**src/rtl/regfile_writeback.sv**
```systemverilog
// -----------------------------------------------------------------------------
// regfile_writeback
//
// Writeback sequencer for the write side of a 32x32 register file.
// Completed results from execute/memory arrive over a valid/ready handshake and
// are buffered in a small FIFO. The destination of each result is decoded when
// the result is pushed. Entries leave the FIFO in order, one per clock, and
// drive a registered write port toward the register file. A combinational busy
// mask of pending destinations feeds decode-stage hazard detection.
//
// Ports
//   clk                   rising-edge clock
//   rst_n                 asynchronous active-low reset
//   in_valid / in_ready   result handshake (in_ready = FIFO not full)
//   in_instruction        instruction that produced the result
//   in_result             result value
//   wb_stall              hold the head entry (no pop this cycle)
//   flush                 synchronous discard of every queued entry
//   wb_write_enable       one-cycle write pulse to the register file
//   wb_instruction_check  0 = address from rd [15:11], 1 = address from rt [20:16]
//   wb_instruction        instruction forwarded as the register file address source
//   wb_data               data forwarded to the register file
//   busy_mask             bit r set while any queued or issuing entry targets r
//   occupancy             number of valid FIFO entries
// -----------------------------------------------------------------------------
module regfile_writeback #(
    parameter int DEPTH = 4,
    parameter int CNT_W = 3
) (
    input  logic             clk,
    input  logic             rst_n,
    input  logic             in_valid,
    output logic             in_ready,
    input  logic [31:0]      in_instruction,
    input  logic [31:0]      in_result,
    input  logic             wb_stall,
    input  logic             flush,
    output logic             wb_write_enable,
    output logic             wb_instruction_check,
    output logic [31:0]      wb_instruction,
    output logic [31:0]      wb_data,
    output logic [31:0]      busy_mask,
    output logic [CNT_W-1:0] occupancy
);

    localparam int PTR_W = (DEPTH > 1) ? $clog2(DEPTH) : 1;
    localparam logic [CNT_W-1:0] FULL_CNT = CNT_W'(DEPTH);
    localparam logic [PTR_W-1:0] PTR_ONE  = PTR_W'(1);
    localparam logic [CNT_W-1:0] CNT_ONE  = CNT_W'(1);

    // Destination decode: {check, index}. An index of 0 means "no write";
    // register $0 is hardwired so a write to it is suppressed the same way.
    function automatic logic [5:0] decode_dest(input logic [31:0] instr);
        logic [5:0] res;
        res = 6'd0;
        case (instr[31:26])
            6'h00: begin
                // SPECIAL: everything but jr writes rd
                if (instr[5:0] != 6'h08) begin
                    res = {1'b0, instr[15:11]};
                end else begin
                    res = 6'd0;
                end
            end
            6'h08, 6'h09, 6'h0A, 6'h0C, 6'h0D, 6'h0F, 6'h23: begin
                res = {1'b1, instr[20:16]};
            end
            default: begin
                res = 6'd0;
            end
        endcase
        return res;
    endfunction

    // FIFO storage
    logic [31:0]      instr_mem_r [DEPTH];
    logic [31:0]      data_mem_r  [DEPTH];
    logic [4:0]       dest_mem_r  [DEPTH];
    logic             check_mem_r [DEPTH];

    logic [PTR_W-1:0] head_r;
    logic [PTR_W-1:0] tail_r;
    logic [CNT_W-1:0] count_r;

    // Write-port registers
    logic             wb_we_r;
    logic             wb_check_r;
    logic [31:0]      wb_instr_r;
    logic [31:0]      wb_data_r;
    logic [4:0]       wb_dest_r;

    logic             full_s;
    logic             push_s;
    logic             pop_s;
    logic [5:0]       in_dec_s;
    logic [31:0]      busy_s;

    // Handshake and FIFO control; flush overrides both push and pop
    always_comb begin
        full_s   = (count_r == FULL_CNT);
        push_s   = in_valid & ~full_s & ~flush;
        pop_s    = (count_r != {CNT_W{1'b0}}) & ~wb_stall & ~flush;
        in_dec_s = decode_dest(in_instruction);
    end

    // Entry storage, written at the tail on each accepted push
    always_ff @(posedge clk or negedge rst_n) begin
        if (!rst_n) begin
            for (int i = 0; i < DEPTH; i++) begin
                instr_mem_r[i] <= 32'h0;
                data_mem_r[i]  <= 32'h0;
                dest_mem_r[i]  <= 5'd0;
                check_mem_r[i] <= 1'b0;
            end
        end else if (push_s) begin
            instr_mem_r[tail_r] <= in_instruction;
            data_mem_r[tail_r]  <= in_result;
            dest_mem_r[tail_r]  <= in_dec_s[4:0];
            check_mem_r[tail_r] <= in_dec_s[5];
        end
    end

    // Pointers and occupancy; pointers wrap naturally because DEPTH is a power of two
    always_ff @(posedge clk or negedge rst_n) begin
        if (!rst_n) begin
            head_r  <= {PTR_W{1'b0}};
            tail_r  <= {PTR_W{1'b0}};
            count_r <= {CNT_W{1'b0}};
        end else if (flush) begin
            head_r  <= {PTR_W{1'b0}};
            tail_r  <= {PTR_W{1'b0}};
            count_r <= {CNT_W{1'b0}};
        end else begin
            if (push_s) begin
                tail_r <= tail_r + PTR_ONE;
            end
            if (pop_s) begin
                head_r <= head_r + PTR_ONE;
            end
            // push is gated by full and pop by empty, so this cannot wrap
            case ({push_s, pop_s})
                2'b10:   count_r <= count_r + CNT_ONE;
                2'b01:   count_r <= count_r - CNT_ONE;
                default: count_r <= count_r;
            endcase
        end
    end

    // Write port: loaded from the popped head; the enable is a single-cycle pulse
    // and the address/data fields hold their last value between pops
    always_ff @(posedge clk or negedge rst_n) begin
        if (!rst_n) begin
            wb_we_r    <= 1'b0;
            wb_check_r <= 1'b0;
            wb_instr_r <= 32'h0;
            wb_data_r  <= 32'h0;
            wb_dest_r  <= 5'd0;
        end else if (pop_s) begin
            wb_we_r    <= (dest_mem_r[head_r] != 5'd0);
            wb_check_r <= check_mem_r[head_r];
            wb_instr_r <= instr_mem_r[head_r];
            wb_data_r  <= data_mem_r[head_r];
            wb_dest_r  <= dest_mem_r[head_r];
        end else begin
            wb_we_r    <= 1'b0;
        end
    end

    // Busy mask: every valid queued destination plus the one being written now
    always_comb begin
        logic [PTR_W-1:0] slot;
        busy_s = 32'h0;
        slot   = head_r;
        for (int i = 0; i < DEPTH; i++) begin
            slot = head_r + PTR_W'(i);
            if (CNT_W'(i) < count_r) begin
                busy_s = busy_s | (32'h1 << dest_mem_r[slot]);
            end else begin
                busy_s = busy_s;
            end
        end
        if (wb_we_r) begin
            busy_s = busy_s | (32'h1 << wb_dest_r);
        end else begin
            busy_s = busy_s;
        end
        // non-writing entries carry index 0; $0 is never busy
        busy_s[0] = 1'b0;
    end

    assign in_ready             = ~full_s;
    assign occupancy            = count_r;
    assign busy_mask            = busy_s;
    assign wb_write_enable      = wb_we_r;
    assign wb_instruction_check = wb_check_r;
    assign wb_instruction       = wb_instr_r;
    assign wb_data              = wb_data_r;

endmodule

```
**config.mk**
```make
export PLATFORM = sky130hd
export DESIGN_NAME = regfile_writeback
export DESIGN_NICKNAME = d
export VERILOG_FILES = /design/src/rtl/regfile_writeback.sv
export SDC_FILE = /design/constraint.sdc
export NUM_CORES = 1
export LEC_CHECK = 0
export CORE_MARGIN = 2
export CORE_UTILIZATION = 55
export CTS_CLUSTER_SIZE = 25
export DETAILED_ROUTE_END_ITERATION = 7
export PLACE_DENSITY_LB_ADDON = 0.2
export SYNTH_ARGS = -nofsm -noshare
export SYNTH_HDL_FRONTEND = slang
export SYNTH_SLANG_ARGS = --single-unit
```
**constraint.sdc**
```tcl
create_clock -name clk -period 5.8 [get_ports clk]
set_clock_uncertainty 0.1 [all_clocks]
set_input_delay 0.58 -clock clk [delete_from_list [all_inputs] [get_ports clk]]
set_output_delay 0.58 -clock clk [all_outputs]
set_load 0.005 [all_outputs]
```
==> out/results.tsv <==
metric	value	unit
outcome	completed	
firstDrtPassIters	6	
crit_start	head_r[1]	
crit_family	simple AND/OR/NAND/NOR gates	
hp-class	in2async	
critPathBufInv	1	
synth_nets	1409	
powerDensity	474.5	nW/um^2
layout-drive-gt1-share	28.70	%
grt_pass1_vias	11710	
met1_usage	35.37	%
ios	171	
synthTopCellsByArea	dfrtp_1 (53%), mux2_2 (17%), mux4_2 (11%)	
cts_hold_buf	0	
cts_tree	done	
grt_max_degree	134	
cts_resized	0	
yosysSeqAreaShare	52.94	%
clkPwrFrac	25.2	%
die_x	179.4	microns
routabilityCongestion	0.9861	
postSynthAreaPerCell	12.71	sq um
ys_warn_count	0	
area_growth	18.94	%
post-route-util	66.15	%
synth_edf_count	0	
final_hold_viol_count	0	
die_y	179.4	microns
worst_slack	1577	ps
endpoint_kind	output pin	
post_cts_buffers	0	
cp.required	5120	ps
leakage	8.851	nW
power.internal	6.790	mW
remaining_drc_errors	0	
p_sw	2.762	mW
via_count	11240	
core	30430	sq um
worst_pin_slew	997.1	ps
wl_per_cell	21.25	microns
rr_startpoint	occupancy[1]	
async_reset_ff_share	100.0	%
period_share	72.81	%
finalMaxSlewViolations	0	
cts-root-buf	clkbuf_16	
drtAntennaViolNets	0	
p_seq_share	43.2	%
max_freq	236.8	MHz
max-cap-violations	0	
dp_hpwl	26.26	mm
place_ws	2147	ps
swShare	28.91	%
slowest_stage	dfrtp_4	
yosys_most_used_dff	dfrtp_1	
critPathLaunchType	register	
finalWirelength	40.27	mm
htree_levels	2	
tns	0	ps
rsz0062_at_grt	no	
pwr-share-comb	31.5	%
crit_chain	mux4_2, nor4_1, a22oi_1, nand3_1, clkdlybuf4s50_1	
row_count	64	
cts-buffers-inserted	38	
maxSlewHeadroom	33.52	%
place_area	18870	sq um
first_iter_violations	918	
grt.met2_usage	41.27	%
ir_drop	0.3263	mV
clkSinkCount	358	
clk_latency	530	ps
ys_ff_latch	358	
start_util	55.62	%
use_met3	4.356	%
num-fill-cells	2259	
fin_nets	1546	
grt_antenna_before_repair	2	
clk_pin_slew	60	ps
synth_top_area_share	52.94	%
grt-ovfl-total	0	
crit_arrival	3540	ps
critPathMaxStageDelay	770	ps
busiest_layer	met2	
grt_pass1_wl	65.24	mm
synth_top_cell_by_area	dfrtp_1	
syn_area	16920	sq um
clock_path_buffers	3	
ys_types	53	
post_drt_via_cell_ratio	5.932	
dieArea	32190	sq um
port_buffers	169	
grt_util_all_layers	25.25	%
final_area	20130	sq um
synthCells	1332	
setup_viol	0	
crit_fanout	35	
fin_crit	4223	ps
worstSetupPathType	reg2out	
-- power groups by stage --
stage	Combinational (mW)	Clock, mW	Sequential, mW
2_1_floorplan	2.18	0	3.92
6_report	3.01	2.41	4.13
4_1_cts	3.05	2.45	4.14
3_5_place_dp	3.03	0	4.17
3_3_place_gp	2.96	0	4.11
5_1_grt	3.29	2.57	4.26
-- flip-flops by register name, summed over array words and instances, names as in the netlist --
signal,flops
instr_mem_r,128
tail_r,2
occupancy,3
head_r,2
wb_dest_r,5
check_mem_r,4
data_mem_r,128
wb_instruction,32
wb_data,32
wb_write_enable,1
dest_mem_r,20
wb_instruction_check,1
-- kinds of logic after synthesis --
kind of cell | after synthesis | share of synthesized area (%)
AND/OR/NAND/NOR | 412 | 10.59
multiplexers | 347 | 28.60
XOR/XNOR | 5 | 0.2587
buffers and inverters | 94 | 2.565
adder cells (fa/ha/maj) | 8 | 0.5915
flip-flops | 358 | 52.94
AO/OA/AOI/OAI | 107 | 4.436
other | 1 | 0.02216
-- stage by stage --
step	total power [mW]	instances	hold WS (ps)
after floorplan	6.098	1332	184.4
after global placement	7.067	1825	358.8
after detailed placement	7.203	1825	362.0
after CTS	9.642	1894	134.7
after global routing	10.12	1895	179.3
final	9.551	1895	79.59
-- per-layer routing --
layer / vias to the layer above / routed length, microns
met5: - / 0
met1: 5746 / 17430
met3: 78 / 2356
met2: 365 / 19390
li1: 5053 / -
met4: 0 / 1097
-- path summary, 6_finish.rpt --
path,endpoint,slack (ps),depth (start not counted)
max,busy_mask[1],1580,5
min,data_mem_r[24],80,1
max reg2reg,data_mem_r[37],2440,6
min reg2reg,wb_data[11],370,2
max in group asynchronous,data_mem_r[72],4360,2
min in group clk,wb_data[11],370,2
-- final cells by class --
class	count	area [sq um]	area share, %
inverter	7	26.28	0.1305
clock inverter	6	98.84	0.4910
clock buffer	63	1156	5.743
multi-input combinational	880	7537	37.44
sequential	358	8966	44.54
tap	396	495.5	2.461
timing repair buffer	184	1847	9.175
antenna	1	2.502	0.01243
-- cells in the final DEF, fill, tap and decap left out, types with 2 or more instances in the layout --
master and instances:
a22oi_1 52, and3b_1 2, a21oi_1 6, buf_4 12, xnor2_1 4, nor3_1 8
buf_12 3, nand3_1 31, clkbuf_1 15, nor3_2 2, ha_1 8, mux4_2 83
nand3b_1 5, clkinv_2 2, and3_1 3, clkbuf_8 9, bufinv_16 2, dfrtp_1 356
nor3b_1 7, dfrtp_4 2, a32oi_1 15, inv_1 7, o21ai_0 24, nand2b_1 6
clkbuf_16 39, clkdlybuf4s50_1 168, nor2_1 38, nor2b_1 12, and2_1 6, nand2_1 280
mux2_2 263
-- synth_stat cells (all sizes together), types with 7 or more instances --
cell	n
buf	41
nand2	280
dfrtp	358
clkbuf	46
a32oi	15
a22oi	52
nor2b	12
nor2	39
nand3	31
ha	8
nor3b	9
mux4	83
nor3	10
mux2	263
o21ai	25
inv	7
a21oi	7
(Power assumes the default switching activity.)
==> RTL edit 1, RTL diff (config.mk and constraints unchanged) <==
`CNT_W`: 3 -> 5.
--- a/src/rtl/regfile_writeback.sv
+++ b/src/rtl/regfile_writeback.sv
@@ -25,7 +25,7 @@
 // -----------------------------------------------------------------------------
 module regfile_writeback #(
     parameter int DEPTH = 4,
-    parameter int CNT_W = 3
+    parameter int CNT_W = 5
 ) (
     input  logic             clk,
     input  logic             rst_n,
Interface: changed (resized occupancy); port bits go from 171 to 173. The function was not compared with the original's and may differ.
==> RTL edit 1 against the unedited design <==
The run now ends with negative hold slack left; maximum frequency decreased by 4.8%; sequential power increased by 3%; critical path depth unchanged; setup slack got worse by 0.21 ns; design area increased by 1.2%; routed wire length decreased by 0.90%; total power increased by 4.5%; synthesized area increased by 2.0%; count of clock-buffer cells in the layout decreased by 4; sequential cell count increased by 2; largest cell class unchanged; highest routed layer is now met5.
==> RTL edit 1: results (changes against the unedited design) <==
| Metric | Value |
|---|---|
| Detail Placement HPWL | `25100 um (was 26300 um)` |
| Peak fanout along the critical path | `44 (was 35)` |
| Clock Tree Root | `clkbuf_16 (unchanged)` |
| Synth top area cells | `dfrtp_1 52%, mux2_2 20%, mux4_2 9.9% (was dfrtp_1 53%, mux2_2 17%, mux4_2 11%)` |
| Final nets | `1406 (was 1546)` |
| Cell variety after synth | `57 (was 53)` |
| Global-route wire length before repair | `63800 um (was 65200 um)` |
| Hold slack | `-0.00413 ns (was 0.0796 ns)` |
| R2R Setup Slk | `2.78 ns (was 2.44 ns)` |
| Failing checks | `negative hold slack` |
| Fill cells | `2249 (was 2259)` |
| Final WL | `39900 um (was 40300 um)` |
| CTS buffer count | `38 (unchanged)` |
| TritonRoute pass-1 iters | `5 (was 6)` |
| Grt total ovfl | `0 (unchanged)` |
| Routability cong. | `0.918 (was 0.986)` |
| Clk_lat worst skew | `0.53 ns (about the same)` |
| FFs w/ async S/R, synth | `100% (unchanged)` |
| Maximum number of pins on one net before global-route repair | `129 (was 134)` |
| Most frequent cells after synthesis | `360 x dfrtp_1, 303 x mux2_2, 76 x mux4_2 (was 358 x dfrtp_1, 280 x nand2_1, 263 x mux2_2)` |
| Overall Global Routing Usage | `24.8% (was 25.2%)` |
| Final hold viol count | `1 (was 0)` |
| Clock Path Buffers | `3 (unchanged)` |
| Port Buffers | `171 (was 169)` |
| Worst VDD drop | `284 uV (was 326 uV)` |
| Vias post-DR | `10700 (was 11200)` |
| Worst path arrival time | `3.76 ns (was 3.54 ns)` |
| 1st-iter DRT viols | `655 (was 918)` |
| Top_reg_cell synth | `dfrtp_1 (unchanged)` |
| Post-CTS Setup Inserts | `0 (unchanged)` |
| Layout cell share with drive strength beyond 1 | `36.7% (was 28.7%)` |
| Hold Crit Class | `primary input to async pin (unchanged)` |
| H-tree level count | `2 (unchanged)` |
| Largest regs | `data_mem_r (128), instr_mem_r (128) (unchanged)` |
| Worst-path clk slew | `0.06 ns (about the same)` |
| Post_cts resized | `0 (unchanged)` |
| Slew @ Worst Pin | `1.19 ns (was 0.997 ns)` |
| R2R depth | `3 (was 6)` |
| Pleak | `8.62 nW (was 8.85 nW)` |
| Number of global-route vias before repair | `11200 (was 11700)` |
| RR Endpoint | `wb_instruction_check (was data_mem_r[37])` |
| Synthesized Nets | `1263 (was 1409)` |
| Sequential area share after synthesis | `52.2% (was 52.9%)` |
| Status | `finished with violations (was finished, final reports clean)` |
| Initial antenna violation count | `2 (unchanged)` |
| Synth Warn # | `0 (unchanged)` |
| Reg2reg start | `head_r[0] (was occupancy[1])` |
==> RTL edit 1: where the power goes <==
| part | leakage [nW] | switching [mW] | internal, mW | total, mW |
|---|---|---|---|---|
| Clock | 0.594 | 0.988 | 1.37 | 2.36 |
| Sequential | 4.52 | 0.673 | 3.57 | 4.24 |
| Combinational | 3.50 | 1.21 | 2.17 | 3.38 |
==> RTL edit 1: critical path, stage by stage (launching register included) <==
cell and delay (ns):
dfrtp_4 0.96, mux4_1 0.70, nor2b_1 0.65, a22oi_1 0.20, nand3_1 0.18, clkdlybuf4s50_1 0.52
==> RTL edit 1: metrics by stage <==
stage	setup slack (ns)	total power, mW	cells	area [um^2]	utilization, %
floorplan	3.39	6.53	1186	17300	-
global placement	1.94	7.57	1685	19200	62.3
detailed placement	1.93	7.69	1685	19200	62.3
CTS	1.35	10.1	1752	20400	66.3
global route	1.13	10.5	1753	20400	66.3
finish	1.36	9.98	1753	20400	66.3
==> RTL edit 1: final cells by class <==
type	instances	share of cell area, %
clock buffer	59	5.45
multi-input combinational	742	38.1
antenna	1	0.0123
tap	396	2.43
clock inverter	8	0.516
timing repair buffer	181	9.16
sequential	360	44.2
inverter	6	0.111
==> RTL edit 1: worst max-delay path by stage <==
stage | startpoint | to | slack (ns) | cells past startpoint
2_1_floorplan | head_r[1] | busy_mask[1] | 3.39 | 7
3_3_place_gp | head_r[0] | busy_mask[22] | 1.94 | 5
3_5_place_dp | head_r[0] | busy_mask[22] | 1.93 | 5
4_1_cts | head_r[0] | busy_mask[22] | 1.35 | 5
5_1_grt | head_r[0] | busy_mask[22] | 1.13 | 5
6_report | head_r[0] | busy_mask[22] | 1.36 | 5
==> RTL edit 1: cell families (layout without fill, tap and decap cells) <==
kind of cell               after synthesis  count (layout)  share of synthesized area [%]
adders and majority gates                8               8                          0.580
buffers and inverters                   84             254                           2.85
xor gates and xnor gates                 8               8                          0.406
other                                    1               2                         0.0217
AOI/OAI and AO/OA                      105             105                           4.60
and+or+nand+nor                        201             201                           5.95
muxes                                  419             419                           33.4
DFF                                    360             360                           52.2
==> RTL edit 1: layer usage <==
layer / GRT usage [%] / routed length (um)
met1: 34.2 / 17500
met5: 0 / 13
met2: 39.7 / 18800
met4: 8.07 / 1180
met3: 5.18 / 2420
==> RTL edit 2, RTL diff (same flow settings) <==
Made on the original files. Reset style: synchronous (`rst_n`), changed in 3 clocked blocks. Comments in the files are not updated.
--- a/src/rtl/regfile_writeback.sv
+++ b/src/rtl/regfile_writeback.sv
@@ -104,7 +104,7 @@
     end
 
     // Entry storage, written at the tail on each accepted push
-    always_ff @(posedge clk or negedge rst_n) begin
+    always_ff @(posedge clk) begin
         if (!rst_n) begin
             for (int i = 0; i < DEPTH; i++) begin
                 instr_mem_r[i] <= 32'h0;
@@ -121,7 +121,7 @@
     end
 
     // Pointers and occupancy; pointers wrap naturally because DEPTH is a power of two
-    always_ff @(posedge clk or negedge rst_n) begin
+    always_ff @(posedge clk) begin
         if (!rst_n) begin
             head_r  <= {PTR_W{1'b0}};
             tail_r  <= {PTR_W{1'b0}};
@@ -148,7 +148,7 @@
 
     // Write port: loaded from the popped head; the enable is a single-cycle pulse
     // and the address/data fields hold their last value between pops
-    always_ff @(posedge clk or negedge rst_n) begin
+    always_ff @(posedge clk) begin
         if (!rst_n) begin
             wb_we_r    <= 1'b0;
             wb_check_r <= 1'b0;
Behaviour: not the same (a bounded check fails within 4 cycles, from zero or initial values and one cycle with rst_n low; the reset may be asserted at any time).
==> RTL edit 2 against the unedited design <==
Synthesized cell count increased by 4.4%; setup slack got worse by 0.015 ns; routed wire length increased by 4.2%; count of clock-buffer cells in the layout decreased by 5; sequential cell count increased by 2; design area decreased by 1.7%; non-clock buffer count decreased by 6; synthesized area decreased by 1.1%; critical endpoint is now busy_mask[18]; highest routed layer unchanged.
Power is not compared: it rests on default switching activity, and its combinational part moved more than twofold at a synthesized area within 25%.
==> RTL edit 2: results (changes against the unedited design) <==
| Metric | Value |
|---|---|
| Final WL | `42000 um (was 40300 um)` |
| Clock Path Buffers | `3 (unchanged)` |
| Synth Warn # | `0 (unchanged)` |
| Maximum number of pins on one net before global-route repair | `89 (was 134)` |
| Drt wl/cell | `21.9 um (was 21.3 um)` |
| Top_reg_cell synth | `edfxtp_1 (was dfrtp_1)` |
| Routability cong. | `0.894 (was 0.986)` |
| Hold Crit Class | `flip-flop to flip-flop (was primary input to async pin)` |
| Status | `finished, final reports clean (unchanged)` |
| Inst Count DP | `1851 (was 1825)` |
| Via density | `6.09 (was 5.93)` |
| Worst rel slew slack | `19.2% (was 33.5%)` |
| Initial antenna violation count | `1 (was 2)` |
| Clk_lat worst skew | `0.53 ns (about the same)` |
| Overall Global Routing Usage | `26.8% (was 25.2%)` |
| Post-CTS Setup Inserts | `0 (unchanged)` |
| Port Buffers | `169 (unchanged)` |
| TritonRoute pass-1 iters | `5 (was 6)` |
| Synthesized Nets | `1463 (was 1409)` |
| Most frequent cells after synthesis | `277 x edfxtp_1, 233 x nand2_1, 154 x nor2_1 (was 358 x dfrtp_1, 280 x nand2_1, 263 x mux2_2)` |
| Hold path depth | `2` |
| Detail Placement HPWL | `25300 um (was 26300 um)` |
| Antenna cells | `0 (was 1)` |
| Mapped Cells | `1390 (was 1332)` |
| Cell variety after synth | `54 (was 53)` |
| Worst VDD drop | `179 uV` |
| 1st-iter DRT viols | `1166 (was 918)` |
| Clock Tree Root | `clkbuf_16 (unchanged)` |
| Final hold viol count | `0 (unchanged)` |
| Final nets | `1574 (was 1546)` |
| Peak fanout along the critical path | `37 (was 35)` |
| FFs w/ async S/R, synth | `0% (was 100%)` |
| Number of global-route vias before repair | `11700 (about the same)` |
| Worst-path clk slew | `0.06 ns (about the same)` |
| Post_cts resized | `0 (unchanged)` |
| Number of synthesized flops with an enable pin | `277 (was 0)` |
| Synth top area cells | `edfxtp_1 50%, mux4_2 11%, dfxtp_1 9.9% (was dfrtp_1 53%, mux2_2 17%, mux4_2 11%)` |
| H-tree level count | `2 (unchanged)` |
| Largest regs | `data_mem_r (128), instr_mem_r (128) (unchanged)` |
| Global-route wire length before repair | `65200 um (about the same)` |
| Sequential area share after synthesis | `59.6% (was 52.9%)` |
| Layout cell share with drive strength beyond 1 | `11.0% (was 28.7%)` |
-- RTL edit 2: cell types whose count changed in the layout (fill, tap and decap cells not counted), sizes merged, moves of 17 or more --
| cell | unedited run | this run |
|---|---|---|
| dfrtp | 358 | 0 |
| edfxtp | 0 | 277 |
| mux2 | 263 | 0 |
| nor2 | 39 | 155 |
| dfxtp | 0 | 83 |
| a21boi | 0 | 72 |
| and3 | 3 | 65 |
| inv | 9 | 70 |
| nand2 | 280 | 233 |
| nand3 | 31 | 63 |
| a22oi | 52 | 33 |
| a211oi | 0 | 17 |
| o21ai | 25 | 8 |
-- RTL edit 2: cell families after synthesis --
group	after synthesis	synth area share (%)
XOR/XNOR	6	0.314
adder cells (fa/ha/maj)	4	0.299
AND/OR/NAND/NOR	593	16.6
buffers and inverters	177	4.40
multiplexers	86	11.5
flip-flops	360	59.6
AO/OA/AOI/OAI	163	7.22
other	1	0.0224
-- RTL edit 2: critical path: stages, from the launching register on --
cell and delay (ns):
dfxtp_4 0.78, mux4_2 0.66, nor2_1 0.72, a32oi_1 0.22
nand4_1 0.14, clkdlybuf4s50_1 0.52
-- RTL edit 2: where the power goes --
part / internal [mW] / leakage (nW) / switching, mW / total (mW)
logic: 0.141 / 3.08 / 0.221 / 0.361
registers: 2.87 / 3.56 / 0.0351 / 2.91
clock network: 1.30 / 0.565 / 0.960 / 2.26
-- RTL edit 2: through the flow --
stage          TNS, ns  hold WS, ns  area, um^2  setup WS, ns
2_1_floorplan  -178.87        0.355       16700         -1.30
3_3_place_gp         0        0.356       18600          1.96
3_5_place_dp         0        0.361       18600          1.92
4_1_cts              0        0.369       19800          1.60
5_1_grt              0        0.386       19800          1.38
6_report             0        0.362       19800          1.56
-- RTL edit 2: final cells by class --
class                   count  area (um^2)
clock inverters            11         88.8
multi-input cells         853         6100
inverters                  70          264
well taps                 390          488
repair buffers            178         1770
flip-flops and latches    360         9990
fillers                  2224        10000
clock buffers              58         1090
-- RTL edit 2: worst paths after layout --
check	startpoint	end	slack, ns
setup reg to reg	occupancy[1]	instr_mem_r[2][18]	2.19
setup / recovery	head_r[0]	busy_mask[18]	1.56
hold reg to reg	wb_instruction[19]	wb_instruction[19]	0.36
hold / removal	wb_instruction[19]	wb_instruction[19]	0.36
-- RTL edit 2: metal layers --
layer / vias up / wire (um) / global-route usage (%)
li1: 5274 / - / -
met1: 5813 / 17000 / 36.0
met2: 509 / 20900 / 45.7
met3: 90 / 2980 / 3.88
met4: 0 / 1050 / 8.06
met5: - / 0 / 0
